### config.mk
export PLATFORM = sky130hd
export DESIGN_NAME = ts_stub_sequencer
export DESIGN_NICKNAME = d
export VERILOG_FILES = /design/src/rtl/ts_stub_sequencer_pkg.sv /design/src/rtl/ts_stub_sequencer_cntr.sv /design/src/rtl/ts_stub_sequencer.sv
export SDC_FILE = /design/constraint.sdc
export NUM_CORES = 1
export LEC_CHECK = 0
export ABC_CLOCK_PERIOD_IN_PS = 6500
export BUFFER_PORTS_ARGS = -buffer_cell sky130_fd_sc_hd__buf_2
export CAP_MARGIN = 20
export CORE_ASPECT_RATIO = 1.1
export CORE_MARGIN = 3
export CORE_UTILIZATION = 40
export DETAILED_ROUTE_END_ITERATION = 12
export PLACE_DENSITY = 0.59
export SETUP_SLACK_MARGIN = 0.02
export SKIP_CTS_REPAIR_TIMING = 1
export SLEW_MARGIN = 20
export SYNTH_ARGS = -nofsm -noshare
export SYNTH_HDL_FRONTEND = slang
export SYNTH_SLANG_ARGS = --single-unit
### constraint.sdc
create_clock -name clk -period 6.5 [get_ports clk]
set_input_delay 1.3 -clock clk [delete_from_list [all_inputs] [get_ports clk]]
set_output_delay 1.3 -clock clk [all_outputs]
set_load 0.02 [all_outputs]
### src/rtl/ts_stub_sequencer_pkg.sv
// Shared constants, state type and credit helper for the track-stub read sequencer.
package ts_stub_sequencer_pkg;

    localparam int STUB_CNT_BITS  = 8;
    localparam int STUB_WORD_BITS = 32;

    typedef enum logic [1:0] {
        ST_IDLE  = 2'd0,
        ST_RUN   = 2'd1,
        ST_DRAIN = 2'd2,
        ST_DONE  = 2'd3
    } seq_state_e;

    // A read may issue only if the buffer still has room once everything in flight lands.
    function automatic logic credit_ok(input logic [1:0] occ, input logic inflight, input logic pop);
        logic [2:0] sum;
        sum = {1'b0, occ} + {2'b00, inflight} - {2'b00, pop};
        return (sum < 3'd2);
    endfunction

endpackage

### src/rtl/ts_stub_sequencer_cntr.sv
// Remaining-stub down-counter; deliberately without reset, only meaningful after a load.
module TS_stub_cntr
    import ts_stub_sequencer_pkg::*;
#(
    parameter int CNT_BITS = STUB_CNT_BITS
) (
    input  logic                clk,
    input  logic                ld_en,
    input  logic                cnt_en,
    input  logic [CNT_BITS-1:0] init,
    output logic                is_zero
);

    logic [CNT_BITS-1:0] cnt_q;
    logic [CNT_BITS-1:0] cnt_d;

    // Next count: load wins over decrement; never wraps below zero.
    always_comb begin
        cnt_d = cnt_q;
        if (ld_en) begin
            cnt_d = init;
        end else if (cnt_en && (cnt_q != {CNT_BITS{1'b0}})) begin
            cnt_d = cnt_q - {{(CNT_BITS-1){1'b0}}, 1'b1};
        end else begin
            cnt_d = cnt_q;
        end
    end

    // Count register.
    always_ff @(posedge clk) begin
        cnt_q <= cnt_d;
    end

    assign is_zero = (cnt_q == {CNT_BITS{1'b0}});

endmodule

### src/rtl/ts_stub_sequencer.sv
// Per-crossing stub read sequencer: header in, one RAM read per cycle, 2-entry
// output buffer with valid/ready, and a one-cycle done pulse per crossing.
module ts_stub_sequencer
    import ts_stub_sequencer_pkg::*;
#(
    parameter int CNT_BITS  = STUB_CNT_BITS,
    parameter int ADDR_BITS = 8,
    parameter int BX_BITS   = 8,
    parameter int STUB_BITS = STUB_WORD_BITS
) (
    input  logic                 clk,
    input  logic                 rst,
    input  logic                 hdr_valid,
    output logic                 hdr_ready,
    input  logic [CNT_BITS-1:0]  hdr_cnt,
    input  logic [ADDR_BITS-1:0] hdr_base,
    input  logic [BX_BITS-1:0]   hdr_bx,
    output logic                 mem_re,
    output logic [ADDR_BITS-1:0] mem_addr,
    input  logic [STUB_BITS-1:0] mem_data,
    output logic                 stub_valid,
    input  logic                 stub_ready,
    output logic [STUB_BITS-1:0] stub_data,
    output logic [BX_BITS-1:0]   stub_bx,
    output logic                 stub_last,
    output logic                 done
);

    seq_state_e           state_q, state_d;
    logic                 hdr_ready_q, hdr_ready_d;
    logic [ADDR_BITS-1:0] addr_q, addr_d;
    logic [BX_BITS-1:0]   bx_q, bx_d;
    logic [1:0]           occ_q, occ_d;
    logic [STUB_BITS-1:0] head_q, head_d;
    logic [STUB_BITS-1:0] tail_q, tail_d;
    logic                 inflight_q, inflight_d;

    logic       accept_s;
    logic       rd_s;
    logic       pop_s;
    logic       is_zero_s;
    logic [1:0] occ_pop_s;

    TS_stub_cntr #(
        .CNT_BITS (CNT_BITS)
    ) u_cntr (
        .clk     (clk),
        .ld_en   (accept_s),
        .cnt_en  (rd_s),
        .init    (hdr_cnt),
        .is_zero (is_zero_s)
    );

    assign stub_valid = (occ_q != 2'd0);
    assign pop_s      = stub_valid & stub_ready;
    assign accept_s   = (state_q == ST_IDLE) & hdr_ready_q & hdr_valid;
    assign rd_s       = (state_q == ST_RUN) & ~is_zero_s & credit_ok(occ_q, inflight_q, pop_s);

    // Crossing FSM, read address and BX capture.
    always_comb begin
        state_d    = state_q;
        addr_d     = addr_q;
        bx_d       = bx_q;
        inflight_d = rd_s;
        case (state_q)
            ST_IDLE: begin
                if (accept_s) begin
                    addr_d  = hdr_base;
                    bx_d    = hdr_bx;
                    state_d = (hdr_cnt == {CNT_BITS{1'b0}}) ? ST_DONE : ST_RUN;
                end else begin
                    state_d = ST_IDLE;
                end
            end
            ST_RUN: begin
                if (rd_s) begin
                    addr_d = addr_q + {{(ADDR_BITS-1){1'b0}}, 1'b1};
                end else begin
                    addr_d = addr_q;
                end
                state_d = is_zero_s ? ST_DRAIN : ST_RUN;
            end
            ST_DRAIN: begin
                // The buffer counts as empty once this cycle's pop takes the final entry.
                if (!inflight_q && ((occ_q == 2'd0) || ((occ_q == 2'd1) && pop_s))) begin
                    state_d = ST_DONE;
                end else begin
                    state_d = ST_DRAIN;
                end
            end
            ST_DONE: begin
                state_d = ST_IDLE;
            end
            default: begin
                state_d = ST_IDLE;
            end
        endcase
        hdr_ready_d = (state_d == ST_IDLE);
    end

    // Two-entry FIFO: pop shifts the tail forward, returned data lands behind what remains.
    always_comb begin
        head_d    = head_q;
        tail_d    = tail_q;
        occ_pop_s = occ_q;
        if (pop_s) begin
            head_d    = tail_q;
            occ_pop_s = occ_q - 2'd1;
        end else begin
            occ_pop_s = occ_q;
        end
        if (inflight_q) begin
            if (occ_pop_s == 2'd0) begin
                head_d = mem_data;
            end else begin
                tail_d = mem_data;
            end
            occ_d = occ_pop_s + 2'd1;
        end else begin
            occ_d = occ_pop_s;
        end
    end

    // State and datapath registers; reset abandons any crossing in progress.
    always_ff @(posedge clk or posedge rst) begin
        if (rst) begin
            state_q     <= ST_IDLE;
            hdr_ready_q <= 1'b0;
            addr_q      <= {ADDR_BITS{1'b0}};
            bx_q        <= {BX_BITS{1'b0}};
            occ_q       <= 2'd0;
            head_q      <= {STUB_BITS{1'b0}};
            tail_q      <= {STUB_BITS{1'b0}};
            inflight_q  <= 1'b0;
        end else begin
            state_q     <= state_d;
            hdr_ready_q <= hdr_ready_d;
            addr_q      <= addr_d;
            bx_q        <= bx_d;
            occ_q       <= occ_d;
            head_q      <= head_d;
            tail_q      <= tail_d;
            inflight_q  <= inflight_d;
        end
    end

    assign hdr_ready = hdr_ready_q;
    assign mem_re    = rd_s;
    assign mem_addr  = addr_q;
    assign stub_data = head_q;
    assign stub_bx   = bx_q;
    assign stub_last = stub_valid & (state_q == ST_DRAIN) & (occ_q == 2'd1) & ~inflight_q;
    assign done      = (state_q == ST_DONE);

endmodule
==> results.py <==
metrics = {
    "outcome": {
        "status": "finished, final reports clean",
    },
    "sta": {
        "finalSetupViolations": 0,
        "skew_ns": 0.00508,
        "fin_crit_ns": 4.82,
        "max_clock_freq_mhz": 208,
        "finalHoldViolCount": 0,
        "finalMaxSlewViolations": 0,
        "tns_ns": 0,
        "whs_ns": 0.473,
        "maxSlewHeadroom_pct": 35.4,
        "tightest_slew_ns": 0.966,
        "post-route-period-util_pct": 74.1,
        "final.setup.worst_slack_ns": 1.68,
        "rsz0062_at_grt": "false",
    },
    "setup_path": {
        "start_kind": "input port",
        "crit_path_start": "stub_ready",
        "required_ns": 5.20,
        "critPathKind": "in -> out",
        "crit_top_cell": "buf_2",
        "r2r-start": "occ_q[1]",
        "rrSetupSlack_ns": 3.21,
        "worstPathCellList": "buf_2, nand2b_2, xor2_1, nand2b_1, fa_1, xnor2_1, and2_1, nand2_1, inv_1, buf_2",
        "arrival_ns": 3.52,
        "path_max_fanout": 19,
        "slowest_stage": "nand2b_2",
        "end_kind": "output port",
        "reg2reg_to": "mem_addr[1]",
        "critical_path.top_delay_family": "simple AND/OR/NAND/NOR gates",
        "worst-r2r-cell-count": 11,
        "path_depth": 10,
        "crit_buf_inv": 3,
        "endpoint": "mem_re",
        "slowest_delay_ns": 0.44,
    },
    "layout": {
        "final_cell_mix": "112 x buf_2, 86 x dfrtp_1, 80 x nand2_1",
        "fin_nets": 564,
        "nFillCells": 1010,
        "drive_gt1_share_pct": 33.9,
        "final_common_cell": "buf_2",
        "area_delta_synth_final_pct": 22.8,
        "layout.cells.non_filler": 645,
        "final_area_um2": 5350,
        "fin_util_pct": 51.0,
        "antennaDiodeCount": 0,
    },
    "synth": {
        "synthArstFlopShare_pct": 91.5,
        "synth-edff-count": 8,
        "syn-cell-area_um2": 4360,
        "syn_inst": 393,
        "ys_ff_latch": 94,
        "synthesis.nets": 460,
        "avgSynthCellArea_um2": 11.1,
        "synth_flop_cell": "dfrtp_1",
        "yosysWarnings": 0,
        "synth_cell_type_count": 42,
        "ys_seq_area_share_pct": 54.9,
    },
    "grt": {
        "grt-ovfl-total": 0,
        "grt_pass1_vias": 3266,
        "antenna_found_initial": 0,
        "grt_pass1_wl_um": 16200,
        "grt_max_degree": 65,
        "grt_use_total_pct": 16.6,
    },
    "routing": {
        "drt_iter0_drc": 134,
        "firstDrtPassIters": 5,
        "drcViolationCount": 0,
        "ant_nets": 0,
        "via_per_inst": 5.06,
        "routedWlPerCell_um": 15.1,
        "vias": 3265,
        "wirelength_um": 9730,
    },
    "die": {
        "initial_core_util_pct": 41.5,
        "pin_count": 113,
        "core_um2": 10500,
        "dieWidth_um": 105,
        "dieArea_um2": 12200,
        "die_h_um": 115,
        "placementRows": 39,
    },
    "clocking": {
        "cts_sinks": 94,
        "cts_root_buf": "clkbuf_16",
        "cts_buffers": 9,
        "clk_latency_ns": 0.33,
        "htree_num_levels": 3,
        "path_clk_slew_ns": 0.06,
        "clock_path_buffers": 2,
        "cts_tree": "built",
    },
    "placement": {
        "placed_area_um2": 5030,
        "io_buffers": 112,
        "hpwl_um": 6630,
        "pre_cts_slack_ns": 1.67,
        "placed_cells": 629,
        "gp_congestion": 0.820,
    },
    "flow_run": {
        "cap_violations": 0,
    },
    "worst_hold_path": {
        "worstHoldPathType": "reg -> reg",
    },
    "pwr": {
        "p_per_area_nw_per_um2": 538,
        "p_leak_nw": 2.53,
        "power_mw": 2.88,
        "ir_drop_mv": 0.212,
    },
}
-- tightest hold or removal path, stage by stage, from the launching register on --
cell	delay, ns
dfrtp_1	0.34
nand2_1	0.05
nand2_1	0.05
-- per-layer routing --
layer | routed length, µm | track usage [%]
met1 | 4180 | 20.8
met2 | 4830 | 27.9
met3 | 622 | 5.13
met4 | 103 | 4.92
met5 | 0 | 0
-- how the worst min path moves through the flow --
| stage | startpoint | end | slack (ns) | cells after the start |
|---|---|---|---|---|
| finish | stub_bx[5] | stub_bx[5] | 0.47 | 2 |
| CTS | stub_bx[5] | stub_bx[5] | 0.48 | 2 |
| global placement | stub_bx[3] | stub_bx[3] | 0.46 | 2 |
| floorplan | tail_q[23] | tail_q[23] | 0.46 | 1 |
| global route | stub_bx[1] | stub_bx[1] | 0.50 | 2 |
| detailed placement | stub_bx[5] | stub_bx[5] | 0.46 | 2 |
-- state kept, by name, indices dropped and copies added (netlist names) --
name / cells
stub_data: 32
u_cntr.cnt_q: 8
tail_q: 32
occ_q: 2
mem_addr: 8
state_q: 2
inflight_q: 1
stub_bx: 8
hdr_ready: 1
-- final cells by class --
cell class	count	area, µm²	area share [%]
Multi-Input combinational cell	270	1860	34.7
Inverter	8	31.3	0.585
Timing Repair Buffer	114	576	10.8
Sequential cell	94	2390	44.7
Clock buffer	12	246	4.61
Tap cell	143	179	3.34
Clock inverter	4	70.1	1.31
-- synthesized netlist by cell type, drive strengths merged (3+ instances only) --
master / n / area, µm²
o221ai: 4 / 35.0
a21oi: 7 / 46.3
nor2b: 3 / 18.8
inv: 8 / 30.0
dfrtp: 86 / 2150
xnor2: 6 / 52.6
nor2: 9 / 33.8
nand2: 80 / 300
xor2: 4 / 35.0
edfxtp: 8 / 240
nand2b: 4 / 25.0
mux2i: 32 / 320
o211ai: 6 / 45.0
ha: 6 / 75.1
buf: 9 / 45.0
clkbuf: 12 / 45.0
mux2: 34 / 387
o21ai: 41 / 205
and2: 3 / 18.8
nor3: 3 / 26.3
nand3: 8 / 40.0
-- power breakdown --
part	switching, mW	leakage [nW]	internal [mW]
Clock	0.216	0.157	0.347
Sequential	0.184	1.10	0.913
Combinational	0.707	1.28	0.514
-- cells by family (layout without fill, tap and decap cells) --
family                     after synthesis  after routing  share of synthesized area, %
and+or+nand+nor                        121            121                          12.5
DFF                                     94             94                          54.9
AOI/OAI and AO/OA                       66             66                          9.42
muxes                                   66             66                          16.2
buffers and inverters                   29            138                          2.76
xor gates and xnor gates                10             10                          2.01
adders and majority gates                7              7                          2.18
Note: power is estimated with default switching activity, not from simulation.
